**src/rtl/gpio_ctrl.sv**
```systemverilog
// -----------------------------------------------------------------------------
// gpio_ctrl
// Parametrised GPIO peripheral on the router register port. It provides pad
// output/tristate control, synchronised (optionally debounced) pad input
// sampling, set/clear aliases for DATA, and per-pin edge-detect interrupts
// with a write-1-to-clear status register and a level irq to the core.
//
// Build option: define GPIO_DEBOUNCE_EN to insert a per-pin stability filter
// between the synchroniser and the edge detector. Without it, the
// synchroniser output feeds the edge detector directly and no counters exist.
//
// Ports
//   clk               core clock
//   reset             synchronous, active-high
//   reg_en            access strobe, one cycle per access
//   reg_rwn           1 = read, 0 = write
//   reg_addr[3:0]     word address
//   reg_wben[3:0]     per-byte write enables
//   reg_write[31:0]   write data
//   reg_read[31:0]    read data, registered, held between reads
//   ro_gpio_pinstate  raw asynchronous pad inputs
//   rf_gpio_datareg   pad output values
//   rf_gpio_tristate  1 = pad high-Z, 0 = driven
//   gpio_irq          registered |(IRQ_STATUS & IRQ_MASK)
// -----------------------------------------------------------------------------
module gpio_ctrl #(
    parameter int GPIO_WIDTH      = 16,
    parameter int SYNC_STAGES     = 2,
    parameter int DEBOUNCE_CYCLES = 8
) (
    input  logic                  clk,
    input  logic                  reset,
    input  logic                  reg_en,
    input  logic                  reg_rwn,
    input  logic [3:0]            reg_addr,
    input  logic [3:0]            reg_wben,
    input  logic [31:0]           reg_write,
    output logic [31:0]           reg_read,
    input  logic [GPIO_WIDTH-1:0] ro_gpio_pinstate,
    output logic [GPIO_WIDTH-1:0] rf_gpio_datareg,
    output logic [GPIO_WIDTH-1:0] rf_gpio_tristate,
    output logic                  gpio_irq
);

    localparam logic [3:0] ADDR_DATA   = 4'd0;
    localparam logic [3:0] ADDR_TRIS   = 4'd1;
    localparam logic [3:0] ADDR_PIN    = 4'd2;
    localparam logic [3:0] ADDR_MASK   = 4'd3;
    localparam logic [3:0] ADDR_POL    = 4'd4;
    localparam logic [3:0] ADDR_STATUS = 4'd5;
    localparam logic [3:0] ADDR_SET    = 4'd6;
    localparam logic [3:0] ADDR_CLR    = 4'd7;

    // Edge detection stays off until the whole input path has filled with
    // real pad values, so pads already high at reset release raise nothing.
`ifdef GPIO_DEBOUNCE_EN
    localparam int ARM_CYCLES = SYNC_STAGES + 1 + DEBOUNCE_CYCLES;
`else
    localparam int ARM_CYCLES = SYNC_STAGES + 1;
`endif
    localparam int ARM_W = $clog2(ARM_CYCLES + 1);

    logic [GPIO_WIDTH-1:0] sync_r [SYNC_STAGES];
    logic [GPIO_WIDTH-1:0] data_r, tris_r, mask_r, pol_r, status_r, prev_q_r;
    logic [ARM_W-1:0]      arm_cnt_r;
    logic                  irq_r;
    logic [31:0]           read_r;

    logic [31:0]           wmask_s, wr_bits_s, rd_data_s;
    logic [GPIO_WIDTH-1:0] wr_s, pin_q_s, sync_out_s, event_s, w1c_s, status_next_s;
    logic                  wr_en_s, rd_en_s, armed_s;
    logic                  unused_s;

    // Zero-extend a pin-wide value onto the 32-bit read bus.
    function automatic logic [31:0] pad32(input logic [GPIO_WIDTH-1:0] v);
        logic [31:0] r;
        r = 32'h0;
        r[GPIO_WIDTH-1:0] = v;
        return r;
    endfunction

    assign wr_en_s    = reg_en & ~reg_rwn;
    assign rd_en_s    = reg_en & reg_rwn;
    assign wmask_s    = {{8{reg_wben[3]}}, {8{reg_wben[2]}}, {8{reg_wben[1]}}, {8{reg_wben[0]}}};
    assign wr_bits_s  = reg_write & wmask_s;
    // Register bits above GPIO_WIDTH are simply dropped here.
    assign wr_s       = wr_bits_s[GPIO_WIDTH-1:0];
    assign sync_out_s = sync_r[SYNC_STAGES-1];
    assign armed_s    = (arm_cnt_r == ARM_W'(ARM_CYCLES));
    assign unused_s   = ^{wr_bits_s, DEBOUNCE_CYCLES[0]};

    // Pad input synchroniser chain.
    always_ff @(posedge clk) begin
        if (reset) begin
            for (int i = 0; i < SYNC_STAGES; i++) sync_r[i] <= '0;
        end else begin
            sync_r[0] <= ro_gpio_pinstate;
            for (int i = 1; i < SYNC_STAGES; i++) sync_r[i] <= sync_r[i-1];
        end
    end

`ifdef GPIO_DEBOUNCE_EN
    localparam int CNT_W = $clog2(DEBOUNCE_CYCLES + 1);
    logic [GPIO_WIDTH-1:0] pin_q_r;
    logic [CNT_W-1:0]      db_cnt_r [GPIO_WIDTH];

    // Per-pin debounce: accept a new level only after it has persisted for
    // DEBOUNCE_CYCLES consecutive samples; any return to pin_q restarts.
    always_ff @(posedge clk) begin
        if (reset) begin
            pin_q_r <= '0;
            for (int i = 0; i < GPIO_WIDTH; i++) db_cnt_r[i] <= '0;
        end else begin
            for (int i = 0; i < GPIO_WIDTH; i++) begin
                if (sync_out_s[i] == pin_q_r[i]) begin
                    db_cnt_r[i] <= '0;
                end else if (db_cnt_r[i] == CNT_W'(DEBOUNCE_CYCLES - 1)) begin
                    pin_q_r[i]  <= sync_out_s[i];
                    db_cnt_r[i] <= '0;
                end else begin
                    db_cnt_r[i] <= db_cnt_r[i] + CNT_W'(1'b1);
                end
            end
        end
    end

    assign pin_q_s = pin_q_r;
`else
    assign pin_q_s = sync_out_s;
`endif

    // Edge events and next IRQ_STATUS; a same-cycle event beats a W1C.
    always_comb begin
        event_s = '0;
        w1c_s   = '0;
        if (armed_s) begin
            event_s = (pol_r & ~pin_q_s & prev_q_r) | (~pol_r & pin_q_s & ~prev_q_r);
        end else begin
            event_s = '0;
        end
        if (wr_en_s && (reg_addr == ADDR_STATUS)) begin
            w1c_s = wr_s;
        end else begin
            w1c_s = '0;
        end
        status_next_s = (status_r & ~w1c_s) | event_s;
    end

    // Read data mux; write-only and unmapped addresses return zero.
    always_comb begin
        rd_data_s = 32'h0;
        case (reg_addr)
            ADDR_DATA:   rd_data_s = pad32(data_r);
            ADDR_TRIS:   rd_data_s = pad32(tris_r);
            ADDR_PIN:    rd_data_s = pad32(pin_q_s);
            ADDR_MASK:   rd_data_s = pad32(mask_r);
            ADDR_POL:    rd_data_s = pad32(pol_r);
            ADDR_STATUS: rd_data_s = pad32(status_r);
            default:     rd_data_s = 32'h0;
        endcase
    end

    // Register file, edge history, arming counter, read port and irq.
    always_ff @(posedge clk) begin
        if (reset) begin
            data_r    <= '0;
            tris_r    <= '1;
            mask_r    <= '0;
            pol_r     <= '0;
            status_r  <= '0;
            prev_q_r  <= '0;
            arm_cnt_r <= '0;
            irq_r     <= 1'b0;
            read_r    <= 32'h0;
        end else begin
            prev_q_r <= pin_q_s;
            status_r <= status_next_s;
            irq_r    <= |(status_r & mask_r);
            if (!armed_s) begin
                arm_cnt_r <= arm_cnt_r + ARM_W'(1'b1);
            end
            if (wr_en_s) begin
                case (reg_addr)
                    ADDR_DATA: data_r <= (data_r & ~wmask_s[GPIO_WIDTH-1:0]) | wr_s;
                    ADDR_TRIS: tris_r <= (tris_r & ~wmask_s[GPIO_WIDTH-1:0]) | wr_s;
                    ADDR_MASK: mask_r <= (mask_r & ~wmask_s[GPIO_WIDTH-1:0]) | wr_s;
                    ADDR_POL:  pol_r  <= (pol_r  & ~wmask_s[GPIO_WIDTH-1:0]) | wr_s;
                    ADDR_SET:  data_r <= data_r | wr_s;
                    ADDR_CLR:  data_r <= data_r & ~wr_s;
                    default:   ;
                endcase
            end
            if (rd_en_s) begin
                read_r <= rd_data_s;
            end
        end
    end

    assign reg_read         = read_r;
    assign rf_gpio_datareg  = data_r;
    assign rf_gpio_tristate = tris_r;
    assign gpio_irq         = irq_r;

endmodule

```
**config.mk**
```make
export PLATFORM = sky130hd
export DESIGN_NAME = gpio_ctrl
export DESIGN_NICKNAME = d
export VERILOG_FILES = /design/src/rtl/gpio_ctrl.sv
export SDC_FILE = /design/constraint.sdc
export NUM_CORES = 1
export LEC_CHECK = 0
export BUFFER_PORTS_ARGS = -buffer_cell sky130_fd_sc_hd__buf_2
export CAP_MARGIN = 20
export CORE_MARGIN = 10
export CORE_UTILIZATION = 55
export DETAILED_ROUTE_END_ITERATION = 16
export PLACE_DENSITY = 0.84
export REMOVE_ABC_BUFFERS = 1
export SYNTH_ARGS = -nofsm -noshare
export SYNTH_HDL_FRONTEND = slang
export SYNTH_SLANG_ARGS = --single-unit
```
**constraint.sdc**
```tcl
create_clock -name clk -period 1.6 [get_ports clk]
set_clock_uncertainty 0.15 [all_clocks]
set_input_delay 0.08 -clock clk [delete_from_list [all_inputs] [get_ports clk]]
set_output_delay 0.08 -clock clk [all_outputs]
set_load 0.05 [all_outputs]
```
---- After elaboration in Yosys (flattened, before gate mapping) ----
Memories as Yosys holds them, arrays and structs flattened.
Index checks and enable logic that the tools add are counted.
word-level totals
  bits in writable memories ............... 32
  word-level logic and storage cells ...... 66
  bits in read-only memories .............. 0
  input port bits ......................... 60
  latch bits .............................. 0
  register bits ........................... 131
  memories kept ........................... 1
  output and inout port bits .............. 65
operators by class
  bitwise logic cells ..................... 30
  reduce and logical (&&, ||, !) cells .... 8
  mux-type cells .......................... 9
  add/subtract/negate cells ............... 1
  equality and inequality tests ........... 8
  $lt $le $gt $ge ......................... 0
  shift operators ......................... 0
  div/mod/pow operators ................... 0
  multiply operators ...................... 0
memory list
  memory  depth  width  read ports  clocked after Yosys merged registers in  write ports  line  RTL
  sync_r  2      16     2           0                                        2            63    logic [GPIO_WIDTH-1:0] sync_r [SYNC_STAGES];
operators by type and width
  kind                   count
  $and A16 B16 Y16       12
  $or A16 B16 Y16        7
  $not A16 Y16           6
  $pmux W16 S6           1
  $mux W16               4
  $pmux W16 S3           1
  $eq A4 B3 Y1 const B   4
  $reduce_or A16 Y1      1
  $eq A4 B2 Y1 const B   2
  $reduce_and A2 Y1      4
  $eq A4 B1 Y1 const B   1
  $logic_not A4 Y1       1
  $mux W1                3
  $reduce_bool A3 Y1     1
  $add A2 B1 Y2 const B  1
  $and A1 B1 Y1          2
  $eq A2 B2 Y1 const B   1
  $or A1 B1 Y1           2
  $logic_and A1 B1 Y1    1
  $not A1 Y1             1

---- Depth between registers and ports, before layout ----
  word-level depth ........................ 7
  gate-level depth with buffers ........... 7
  mapped depth without buffers ............ 4

---- Least setup slack after synthesis ----
No wires, ideal clock.
  path kind ............................... reg-to-reg
  start point ............................. register with a tool-made name
  end point ............................... register read_r[10], in the netlist reg_read[10]
  library setup time ...................... 71 ps
  setup slack ............................. 95 ps
  required time ........................... 1379 ps
  arrival ................................. 1284 ps
  buffers on the path ..................... 0
  cell stages (with the launch flop) ...... 5
  clock period less this slack ............ 1505 ps
  path through ............................ dfxtp_1 mux4_2 nand2_1 a21o_1 a21oi_1
RTL lines
  what                  line  RTL
  to (signal assigned)  194   read_r <= rd_data_s;
  to (decl)             67    logic [31:0] read_r;

---- Final worst setup path ----
  start point ............................. register arm_cnt_r[0]
  end point ............................... register status_r[4]
between the ends
  cells in the longest elaborated chain, start to end .. 3
RTL lines
  what                    line  RTL
  from (decl)             65    logic [ARM_W-1:0] arm_cnt_r;
  from (signal assigned)  180   arm_cnt_r <= arm_cnt_r + ARM_W'(1'b1);
  $eq A2 B2 Y1            89    assign armed_s = (arm_cnt_r == ARM_W'(ARM_CYCLES));
  $mux W16                136   if (armed_s) begin
  $or A16 B16 Y16         146   status_next_s = (status_r & ~w1c_s) | event_s;
  to (signal assigned)    177   status_r <= status_next_s;
  to (decl)               64    logic [GPIO_WIDTH-1:0] data_r, tris_r, mask_r, pol_r, status_r, prev_q_r;
No other way between the ends.
A chain may end at the register's enable or synchronous reset.

==> flow_summary.json <==
{
  "cp.arrival_ps": 1710,
  "path_depth": 4,
  "synth_xor_area_frac": 0.00137,
  "slowest_stage": "ha_1",
  "area_growth_pct": 27.8,
  "status": "completed",
  "via_count": 5761,
  "synth_edf_count": 0,
  "dieArea_um2": 16300,
  "first_global_vias": 5898,
  "dp_worst_setup_slack_ps": -28.6,
  "fin_ws_ps": 95.4,
  "n_antenna_cell": 0,
  "period_share": 0.940,
  "antenna_found_initial": 0,
  "post-cts-setup-buffer-count": 0,
  "required_ps": 1800,
  "ios": 125,
  "reg2reg_from": "arm_cnt_r[0]",
  "finalWirelength_um": 18700,
  "grt_use_total": 0.228,
  "clkTransAtPathRegs_ps": 60,
  "end_kind": "flip-flop",
  "ys_ff_latch": 147,
  "cts_tree": "built",
  "crit_chain": "ha_1, buf_4, o21ai_0, a21oi_1",
  "clkPwrFrac": 0.445,
  "hold_path_class": "input port to flip-flop",
  "syn_inst": 680,
  "ctsLongestPathBuffers": 2,
  "gr-total-overflow": 0,
  "first_pass_iters": 5,
  "path_class": "flip-flop to flip-flop",
  "r2r_cells": 4,
  "fmax_ghz": 0.665,
  "p_per_area_nw_per_um2": 1010,
  "vias_per_cell": 5.83,
  "ir_worst_vdd_uv": 840,
  "mostFrequentLayoutCells": "dfxtp_1 (147), buf_2 (89), nor2_1 (71)",
  "rr_endpoint": "status_r[4]",
  "worstSetupStartpointType": "flip-flop",
  "switching_share": 0.252,
  "cts_sinks": 147,
  "netSwitchingPower_mw": 2.08,
  "report.final.slew_viol_count": 0,
  "fp-row-count": 39,
  "p_seq_frac": 0.459,
  "synth_adder_area_share": 0.00196,
  "gp_congestion": 0.909,
  "cp_max_fo": 8,
  "synth_compound_area_frac": 0.168,
  "setup_viol": 0,
  "leakage_nw": 3.56,
  "syn_avg_cell_area_um2": 9.37,
  "synth_top_family_by_area": "simple AND/OR/NAND/NOR gates",
  "critPathBufInv": 1,
  "power_mw": 8.26,
  "portBuffers": 90,
  "ys_seq_area_frac": 0.462,
  "drt-wirelength-per-cell_um": 18.9,
  "hp-start": "reg_addr[1]",
  "crit_end": "status_r[4]",
  "fp.dieW_um": 128,
  "grt_start_max_net_pins": 72,
  "drive_gt1_frac": 0.232,
  "final_area_um2": 8140,
  "hold_depth": 4,
  "synthFlopType": "dfxtp_1",
  "ant_nets": 0,
  "yosys.area_share.simple": 0.187,
  "placed_area_um2": 7190,
  "path_delay_family": "adder cells",
  "rsz0062_at_grt": "no",
  "async_reset_ff_frac": 0,
  "drt_iter0_markers": 655,
  "intPower_mw": 6.18,
  "synth.distinct_cells": 48,
  "initial_core_util": 0.560,
  "clock-root-buffer": "clkbuf_16",
  "htreeDepth": 4,
  "slowest_delay_ps": 390,
  "nets": 894,
  "core_um2": 11400,
  "dpl.hpwl_um": 13100,
  "hold_violations": 0,
  "cap_violations": 0,
  "drc": 0,
  "synth_warnings": 0,
  "syn_area_um2": 6370,
  "clk_latency_ps": 430,
  "period_needed_ps": 1500,
  "muxShareOfSynthArea": 0.110,
  "mostFrequentLayoutCell": "dfxtp_1",
  "power_frac_comb": 0.096,
  "hold_slack_ps": 30.1,
  "cp-startpoint": "arm_cnt_r[0]",
  "die_h_um": 128,
  "reg2reg_setup_slack_ps": 100,
  "grt_pass1_wl_um": 29800,
  "cts_buffers": 17
}
## metrics by stage
step	util	std cells	TNS [ps]
2_1_floorplan	-	641	0
3_3_place_gp	0.632	917	0
3_5_place_dp	0.632	917	-47.9
4_1_cts	0.715	989	0
5_1_grt	0.716	989	0
6_report	0.716	989	0
## metal layers
layer / global-route usage / part of all wire
met1: 0.255 / 0.39
met2: 0.389 / 0.50
met5: 0 / 0
met3: 0.0699 / 0.092
met4: 0.102 / 0.022
## power groups by stage
stage          registers [mW]  logic, mW  clock network [mW]
4_1_cts                  3.79      0.780                3.70
3_5_place_dp             3.87      0.700                   0
5_1_grt                  3.80      0.846                3.84
3_3_place_gp             3.86      0.683                   0
2_1_floorplan            3.88      0.324                   0
6_report                 3.79      0.793                3.68
## final cells by class
class                      count  area [um2]
clock buffer                  18         429
clock inverter                14         116
fill                         803        3230
inverter                      33         124
multi-input combinational    461        3050
sequential                   147        2940
tap                          143         179
timing repair buffer         173        1300
## how the worst min path moves through the flow
stage | end | slack [ps]
after global placement | sync_r[0][7] | 140
after detailed placement | sync_r[0][11] | 150
after floorplan | reg_read[10] | -0.9
after global routing | reg_read[12] | 70
after CTS | reg_read[12] | 3
final | reg_read[12] | 30
## cell families (layout without fill, tap and decap cells)
logic type | Yosys count | in the layout
compound gates | 156 | 156
xor+xnor | 1 | 1
fa+ha+maj | 1 | 1
buf+inv | 87 | 238
flops | 147 | 147
mux | 61 | 61
other cells | 1 | 16
simple gates | 226 | 226
## worst min-delay path: stages
cell and delay (ps):
buf_2 250, nor2_2 100, nand2_1 50, a221oi_1 70
## synthesized netlist by cell type (4+ instances only)
library cell,n,area share
mux2i_1,45,0.071
nand2_1,59,0.035
o21ai_0,36,0.028
a31oi_1,6,0.0059
nor2_1,71,0.042
a211o_1,16,0.022
buf_6,4,0.0071
a21oi_1,36,0.028
buf_4,21,0.025
a222oi_1,7,0.011
clkbuf_1,23,0.014
buf_2,5,0.0039
mux2_2,10,0.018
nor3b_1,16,0.019
nor2b_1,50,0.049
a22o_1,8,0.011
nand3_1,4,0.0031
a221oi_1,11,0.015
nand3b_1,5,0.0059
o32ai_1,16,0.022
inv_1,33,0.019
a22oi_1,5,0.0059
o22ai_1,4,0.0039
mux4_2,6,0.021
dfxtp_1,147,0.46
## repair_timing
item / 4_1_cts / 5_1_grt
gates resized for setup: 0 / 1
hold buffers: 40 / 0
endpoints found under the hold margin: 102 / 0
endpoints found under the setup margin: 0 / 1
Note: power is estimated with default switching activity, not from simulation.
